--- src/rtl/jt51_acc_ctrl_if.sv ---
// jt51_acc_ctrl_if
// Bundles the signals of the jt51 accumulator slot sequencer.
//   Host side (master drives):   cen, wr, wr_ch, wr_rl, wr_con
//   Sequencer side (slave drives): slot, m1_enters, m2_enters, c1_enters,
//                                  c2_enters, op31_acc, rl_I, con_I, sample
// The clock and reset stay outside the interface as plain module ports.
interface jt51_acc_ctrl_if;
    logic       cen;
    logic       wr;
    logic [2:0] wr_ch;
    logic [1:0] wr_rl;
    logic [2:0] wr_con;

    logic [4:0] slot;
    logic       m1_enters;
    logic       m2_enters;
    logic       c1_enters;
    logic       c2_enters;
    logic       op31_acc;
    logic [1:0] rl_I;
    logic [2:0] con_I;
    logic       sample;

    modport master (
        output cen, wr, wr_ch, wr_rl, wr_con,
        input  slot, m1_enters, m2_enters, c1_enters, c2_enters,
               op31_acc, rl_I, con_I, sample
    );

    modport slave (
        input  cen, wr, wr_ch, wr_rl, wr_con,
        output slot, m1_enters, m2_enters, c1_enters, c2_enters,
               op31_acc, rl_I, con_I, sample
    );
endinterface

--- src/rtl/jt51_acc_ctrl.sv ---
// jt51_acc_ctrl
// Slot sequencer and channel-configuration store for the jt51 output
// accumulator. A 5-bit slot counter walks the 32-slot frame
// (group = cnt[4:3]: M1, M2, C1, C2; channel = cnt[2:0]). Each cen the
// slot-derived outputs are decoded from the counter, registered once, then
// passed through a DLY-deep cen-gated delay line so every field stays
// aligned with the operator pipeline.
// Ports:
//   clk  - system clock
//   rst  - asynchronous active-high reset
//   bus  - jt51_acc_ctrl_if.slave: cen, host channel write (wr, wr_ch,
//          wr_rl, wr_con) and the slot outputs (slot, *_enters, op31_acc,
//          rl_I, con_I, sample)
// Parameter:
//   DLY  - extra cen-qualified delay stages (0..7) on every output field
module jt51_acc_ctrl #(
    parameter int DLY = 0
) (
    input  logic            clk,
    input  logic            rst,
    jt51_acc_ctrl_if.slave  bus
);

    // One slot's worth of outputs; moved as a unit so no field can skew.
    typedef struct packed {
        logic [4:0] slot;
        logic       m1;
        logic       m2;
        logic       c1;
        logic       c2;
        logic       op31;
        logic       sample;
        logic [1:0] rl;
        logic [2:0] con;
    } bundle_t;

    // Reset contents equal the decode of slot 0 with a reset register file.
    localparam bundle_t RST_BUNDLE = '{
        slot:   5'd0,
        m1:     1'b1,
        m2:     1'b0,
        c1:     1'b0,
        c2:     1'b0,
        op31:   1'b0,
        sample: 1'b0,
        rl:     2'b11,
        con:    3'd0
    };

    logic [4:0] cnt_q;
    logic [4:0] cnt_d;
    logic [4:0] regs_q [0:7];
    bundle_t    dec_d;
    bundle_t    pipe_q [0:DLY];

    assign cnt_d = cnt_q + 5'd1;

    // Slot decode. The register file read uses the pre-write contents, so a
    // write landing on the channel being read this cen shows up only on that
    // channel's next occurrence.
    always_comb begin
        dec_d        = RST_BUNDLE;
        dec_d.slot   = cnt_q;
        dec_d.m1     = (cnt_q[4:3] == 2'd0);
        dec_d.m2     = (cnt_q[4:3] == 2'd1);
        dec_d.c1     = (cnt_q[4:3] == 2'd2);
        dec_d.c2     = (cnt_q[4:3] == 2'd3);
        dec_d.op31   = (cnt_q == 5'd31);
        dec_d.sample = (cnt_q == 5'd16);
        dec_d.rl     = regs_q[cnt_q[2:0]][4:3];
        dec_d.con    = regs_q[cnt_q[2:0]][2:0];
    end

    // Slot counter and channel register file.
    always_ff @(posedge clk or posedge rst) begin
        if (rst) begin
            cnt_q <= 5'd0;
            for (int i = 0; i < 8; i++) begin
                regs_q[i] <= {2'b11, 3'd0};
            end
        end else if (bus.cen) begin
            cnt_q <= cnt_d;
            if (bus.wr) begin
                regs_q[bus.wr_ch] <= {bus.wr_rl, bus.wr_con};
            end
        end
    end

    // Output register (stage 0) followed by DLY delay stages.
    always_ff @(posedge clk or posedge rst) begin
        if (rst) begin
            for (int i = 0; i <= DLY; i++) begin
                pipe_q[i] <= RST_BUNDLE;
            end
        end else if (bus.cen) begin
            pipe_q[0] <= dec_d;
            for (int i = 1; i <= DLY; i++) begin
                pipe_q[i] <= pipe_q[i-1];
            end
        end
    end

    assign bus.slot      = pipe_q[DLY].slot;
    assign bus.m1_enters = pipe_q[DLY].m1;
    assign bus.m2_enters = pipe_q[DLY].m2;
    assign bus.c1_enters = pipe_q[DLY].c1;
    assign bus.c2_enters = pipe_q[DLY].c2;
    assign bus.op31_acc  = pipe_q[DLY].op31;
    assign bus.sample    = pipe_q[DLY].sample;
    assign bus.rl_I      = pipe_q[DLY].rl;
    assign bus.con_I     = pipe_q[DLY].con;

endmodule

--- src/flat_wrapper.sv ---
// flat-port wrapper written by rule: the top's interface ports become plain ports
module jt51_acc_ctrl_flat 
#(
    parameter int DLY = 0
)
  (clk, rst, bus_cen, bus_wr, bus_wr_ch, bus_wr_rl, bus_wr_con, bus_slot, bus_m1_enters, bus_m2_enters, bus_c1_enters, bus_c2_enters, bus_op31_acc, bus_rl_I, bus_con_I, bus_sample);
  jt51_acc_ctrl_if bus_i ();
  input  logic clk;
  input  logic rst;
  input wire logic [$bits(bus_i.cen)-1:0] bus_cen;
  input wire logic [$bits(bus_i.wr)-1:0] bus_wr;
  input wire logic [$bits(bus_i.wr_ch)-1:0] bus_wr_ch;
  input wire logic [$bits(bus_i.wr_rl)-1:0] bus_wr_rl;
  input wire logic [$bits(bus_i.wr_con)-1:0] bus_wr_con;
  output wire logic [$bits(bus_i.slot)-1:0] bus_slot;
  output wire logic [$bits(bus_i.m1_enters)-1:0] bus_m1_enters;
  output wire logic [$bits(bus_i.m2_enters)-1:0] bus_m2_enters;
  output wire logic [$bits(bus_i.c1_enters)-1:0] bus_c1_enters;
  output wire logic [$bits(bus_i.c2_enters)-1:0] bus_c2_enters;
  output wire logic [$bits(bus_i.op31_acc)-1:0] bus_op31_acc;
  output wire logic [$bits(bus_i.rl_I)-1:0] bus_rl_I;
  output wire logic [$bits(bus_i.con_I)-1:0] bus_con_I;
  output wire logic [$bits(bus_i.sample)-1:0] bus_sample;
  assign bus_i.cen = bus_cen;
  assign bus_i.wr = bus_wr;
  assign bus_i.wr_ch = bus_wr_ch;
  assign bus_i.wr_rl = bus_wr_rl;
  assign bus_i.wr_con = bus_wr_con;
  assign bus_slot = bus_i.slot;
  assign bus_m1_enters = bus_i.m1_enters;
  assign bus_m2_enters = bus_i.m2_enters;
  assign bus_c1_enters = bus_i.c1_enters;
  assign bus_c2_enters = bus_i.c2_enters;
  assign bus_op31_acc = bus_i.op31_acc;
  assign bus_rl_I = bus_i.rl_I;
  assign bus_con_I = bus_i.con_I;
  assign bus_sample = bus_i.sample;
  jt51_acc_ctrl #(.DLY(DLY)) u_core (.clk(clk), .rst(rst), .bus(bus_i));
endmodule
--- config.mk ---
export PLATFORM = sky130hd
export DESIGN_NAME = jt51_acc_ctrl_flat
export DESIGN_NICKNAME = d
export VERILOG_FILES = /design/src/rtl/jt51_acc_ctrl_if.sv /design/src/rtl/jt51_acc_ctrl.sv /design/src/flat_wrapper.sv
export SDC_FILE = /design/constraint.sdc
export NUM_CORES = 1
export LEC_CHECK = 0
export ABC_AREA = 1
export BUFFER_PORTS_ARGS = -buffer_cell sky130_fd_sc_hd__buf_2
export CAP_MARGIN = 10
export CORE_MARGIN = 2
export CORE_UTILIZATION = 50
export DETAILED_ROUTE_END_ITERATION = 10
export PLACE_DENSITY = 0.79
export SLEW_MARGIN = 20
export SYNTH_ARGS = -nofsm -noshare
export SYNTH_HDL_FRONTEND = slang
export SYNTH_SLANG_ARGS = --single-unit
--- constraint.sdc ---
create_clock -name clk -period 1.7 [get_ports clk]
set_input_delay 0 -clock clk [delete_from_list [all_inputs] [get_ports clk]]
set_output_delay 0 -clock clk [all_outputs]
set_load 0.05 [all_outputs]
==> results_dict.tcl <==
set metrics [dict create \
    clk_latency_ps 340 \
    cp.arrival_ps 1620 \
    synth_ff_type "dfrtp_1" \
    antenna_cells 0 \
    path_cells "ha_1 > nand2_1 > nor2_1 > ha_1 > nand2_1 > nand2_1" \
    synthAdderAreaFrac_pct 1.35 \
    syn-instance-count 339 \
    htreeDepth 3 \
    grt_max_degree 39 \
    clk_pin_slew_worst_paths_ps 70 \
    grt_use_total_pct 21.4 \
    p_leak_nw 1.65 \
    ios 28 \
    grt-ovfl-total 0 \
    antenna_found_initial 0 \
    synth_warnings 0 \
    synth_mux_area_share_pct 0 \
    worst_ep_required_time_ps 1930 \
    syn_to_final_growth_pct 15.6 \
    cts_tree "built" \
    synth_area_leader_cell "dfrtp_1" \
    wl_per_cell_um 12.8 \
    critPathSlowestCell "dfrtp_1" \
    seqCellArea_um2 1550 \
    cp-end-kind "flip-flop" \
    p_per_area_nw_per_um2 1620 \
    avgSynthCellArea_um2 8.22 \
    skew_ps 7.22 \
    layout_min_cycle_time_ps 1390 \
    fp.dieW_um 78.7 \
    synth.distinct_cells 17 \
    core_um2 5440 \
    holdWs_ps 17.4 \
    dr_total_vias 2261 \
    max_cap_viol_count 0 \
    setup_tns_ps 0 \
    post-place-cells 434 \
    crit_fanout 9 \
    synth_xor_area_share_pct 0.943 \
    outcome "complete, no violations" \
    crit_top_cell "nand2_1" \
    hp-class "input pin to flip-flop" \
    cts_made_buffers 9 \
    max_freq_mhz 720 \
    netlist_area_um2 2790 \
    multi_input_area_um2 1030 \
    port_buffers 27 \
    ys_async_sr_fraction_pct 100 \
    synth_area_leaders "dfrtp_1 (38%), dfstp_2 (18%), nand2_1 (17%)" \
    dpl.hpwl_mm 4.04 \
    cts_root_buf "clkbuf_8" \
    final_util_pct 59.3 \
    postCtsSetupRepairBufs 0 \
    grt_pass1_vias 2167 \
    grt_pass1_wl_mm 10.2 \
    worst_slew_pin_slew_ps 508 \
    netlist_top_cells_count "nand2_1 (124), o21ai_0 (44), dfrtp_1 (42), inv_1 (42), nand3_1 (30)" \
    rows 27 \
    synth_edf_count 0 \
    clock_path_buffers 2 \
    start_kind "flip-flop" \
    dieArea_um2 6190 \
    routed_wl_mm 5.78 \
    slew-limit-headroom_pct 66.1 \
    crit_path_max_incr_delay_ps 510 \
    ys_seq_area_share_pct 55.6 \
    via_per_inst 5.00 \
    synth_nets 354 \
    crit_family "flip-flops" \
    post-synth-top-count-cell "nand2_1" \
    synth_top_family_by_area "simple AND/OR/NAND/NOR gates" \
    slew_violations 0 \
    irDropWorstVdd_uv 994 \
    synth_top_area_share_pct 37.7 \
    clock_sinks 61 \
    drive_gt1_share_pct 21.3 \
    synth_compound_gate_area_share_pct 8.80 \
    gp_congestion 0.806 \
    setup_viol 0 \
    post_synth_and_or_nand_nor_area_fraction_pct 25.7 \
    fin_crit_sh_pct 81.6 \
    ant_nets 0 \
    synth.ff_latch_count 61 \
    finalNetCount 390 \
    first_pass_iters 4 \
    path_buf_inv 0 \
    final.fill_count 475 \
    start_util_pct 51.3 \
    rsz0062_at_grt "false" \
    drt_iter0_drc 175 \
    drc_errors 0 \
    die_h_um 78.7 \
    hold_violations 0 \
    worstSetupPathType "flip-flop to flip-flop" \
    stdcell_count 452 \
]
per-layer routing:
metal | vias up | routed length [um] | global-route usage, %
li1 | 1126 | - | -
met1 | 1064 | 2740 | 28.9
met2 | 59 | 2650 | 32.1
met3 | 12 | 273 | 6.32
met4 | 0 | 111 | 9.30
met5 | - | 0 | 0
state kept, by name (all words and copies together) (netlist names):
name                  cells
u_core.bus.con_I          3
u_core.bus.c2_enters      1
u_core.regs_q            40
u_core.bus.op31_acc       1
u_core.bus.slot           5
u_core.cnt_q              5
u_core.bus.m1_enters      1
u_core.bus.rl_I           2
u_core.bus.sample         1
u_core.bus.c1_enters      1
u_core.bus.m2_enters      1
logic make-up after synthesis:
kind of cell             Yosys count
AND/OR/NAND/NOR                  171
flip-flops                        61
buffers and inverters             53
AO/OA/AOI/OAI                     48
XOR/XNOR                           3
adder cells (fa/ha/maj)            3
through the flow:
stage          cell area, um^2  setup slack, ps  total power, mW
3_5_place_dp              3020              333             4.07
4_1_cts                   3220              301             5.26
3_3_place_gp              3020              392             4.00
5_1_grt                   3220              209             5.61
2_1_floorplan             2790              218             3.60
6_report                  3220              312             5.21
final timing paths:
kind / slack [ps] / endpoint / cells after the start / start
worst min register to register: 470 / u_core.bus.op31_acc$_DFFE_PP0P_ / 2 / u_core.bus.op31_acc$_DFFE_PP0P_
worst max register to register: 310 / u_core.cnt_q[4]$_DFFE_PP0P_ / 6 / u_core.cnt_q[0]$_DFFE_PP0P_
worst min-delay path: 20 / u_core.regs_q[0]$_DFFE_PP0P_ / 3 / bus_wr_con[0]
worst max-delay path: 310 / u_core.cnt_q[4]$_DFFE_PP0P_ / 6 / u_core.cnt_q[0]$_DFFE_PP0P_
min in group asynchronous: 250 / u_core.regs_q[17]$_DFFE_PP0P_ / 3 / rst
max in group asynchronous: 820 / u_core.regs_q[3]$_DFFE_PP1P_ / 4 / rst
placed cells by master (no fill, tap or decap):
master	netlist	final
nor2_4	2	2
nand2_2	9	9
dlygate4sd3_1	0	2
dfstp_2	19	19
nand3_1	30	30
buf_2	7	27
buf_12	0	1
o21ai_1	3	3
buf_4	1	4
clkbuf_8	0	11
clkinv_2	0	1
inv_2	2	3
xor2_1	3	3
dfrtp_1	42	42
o211a_1	1	1
o21ai_0	44	44
nand2_1	124	124
ha_1	3	3
clkinvlp_4	0	4
inv_1	42	41
nor2_1	6	6
repair_timing:
item                      4_1_cts  5_1_grt
hold endpoints to repair       15        0
gates resized for setup         0        0
hold buffers                    2        0
where the power goes:
| group | internal, mW | switching, mW | leakage, nW |
|---|---|---|---|
| clock network | 0.604 | 0.561 | 0.0836 |
| registers | 1.91 | 0.260 | 0.731 |
| logic | 0.561 | 1.31 | 0.840 |
worst min-delay path, cell delays in order:
cell and delay, ps:
buf_2 70, inv_1 90, o21ai_1 140
cell type report:
| type | instances | share of cell area (%) |
|---|---|---|
| flip-flops and latches | 61 | 48.1 |
| multi-input cells | 225 | 31.8 |
| repair buffers | 34 | 6.37 |
| inverters | 44 | 5.12 |
| clock buffers | 11 | 4.70 |
| well taps | 72 | 2.80 |
| clock inverters | 5 | 1.09 |
Note: power is estimated with default switching activity, not from simulation.
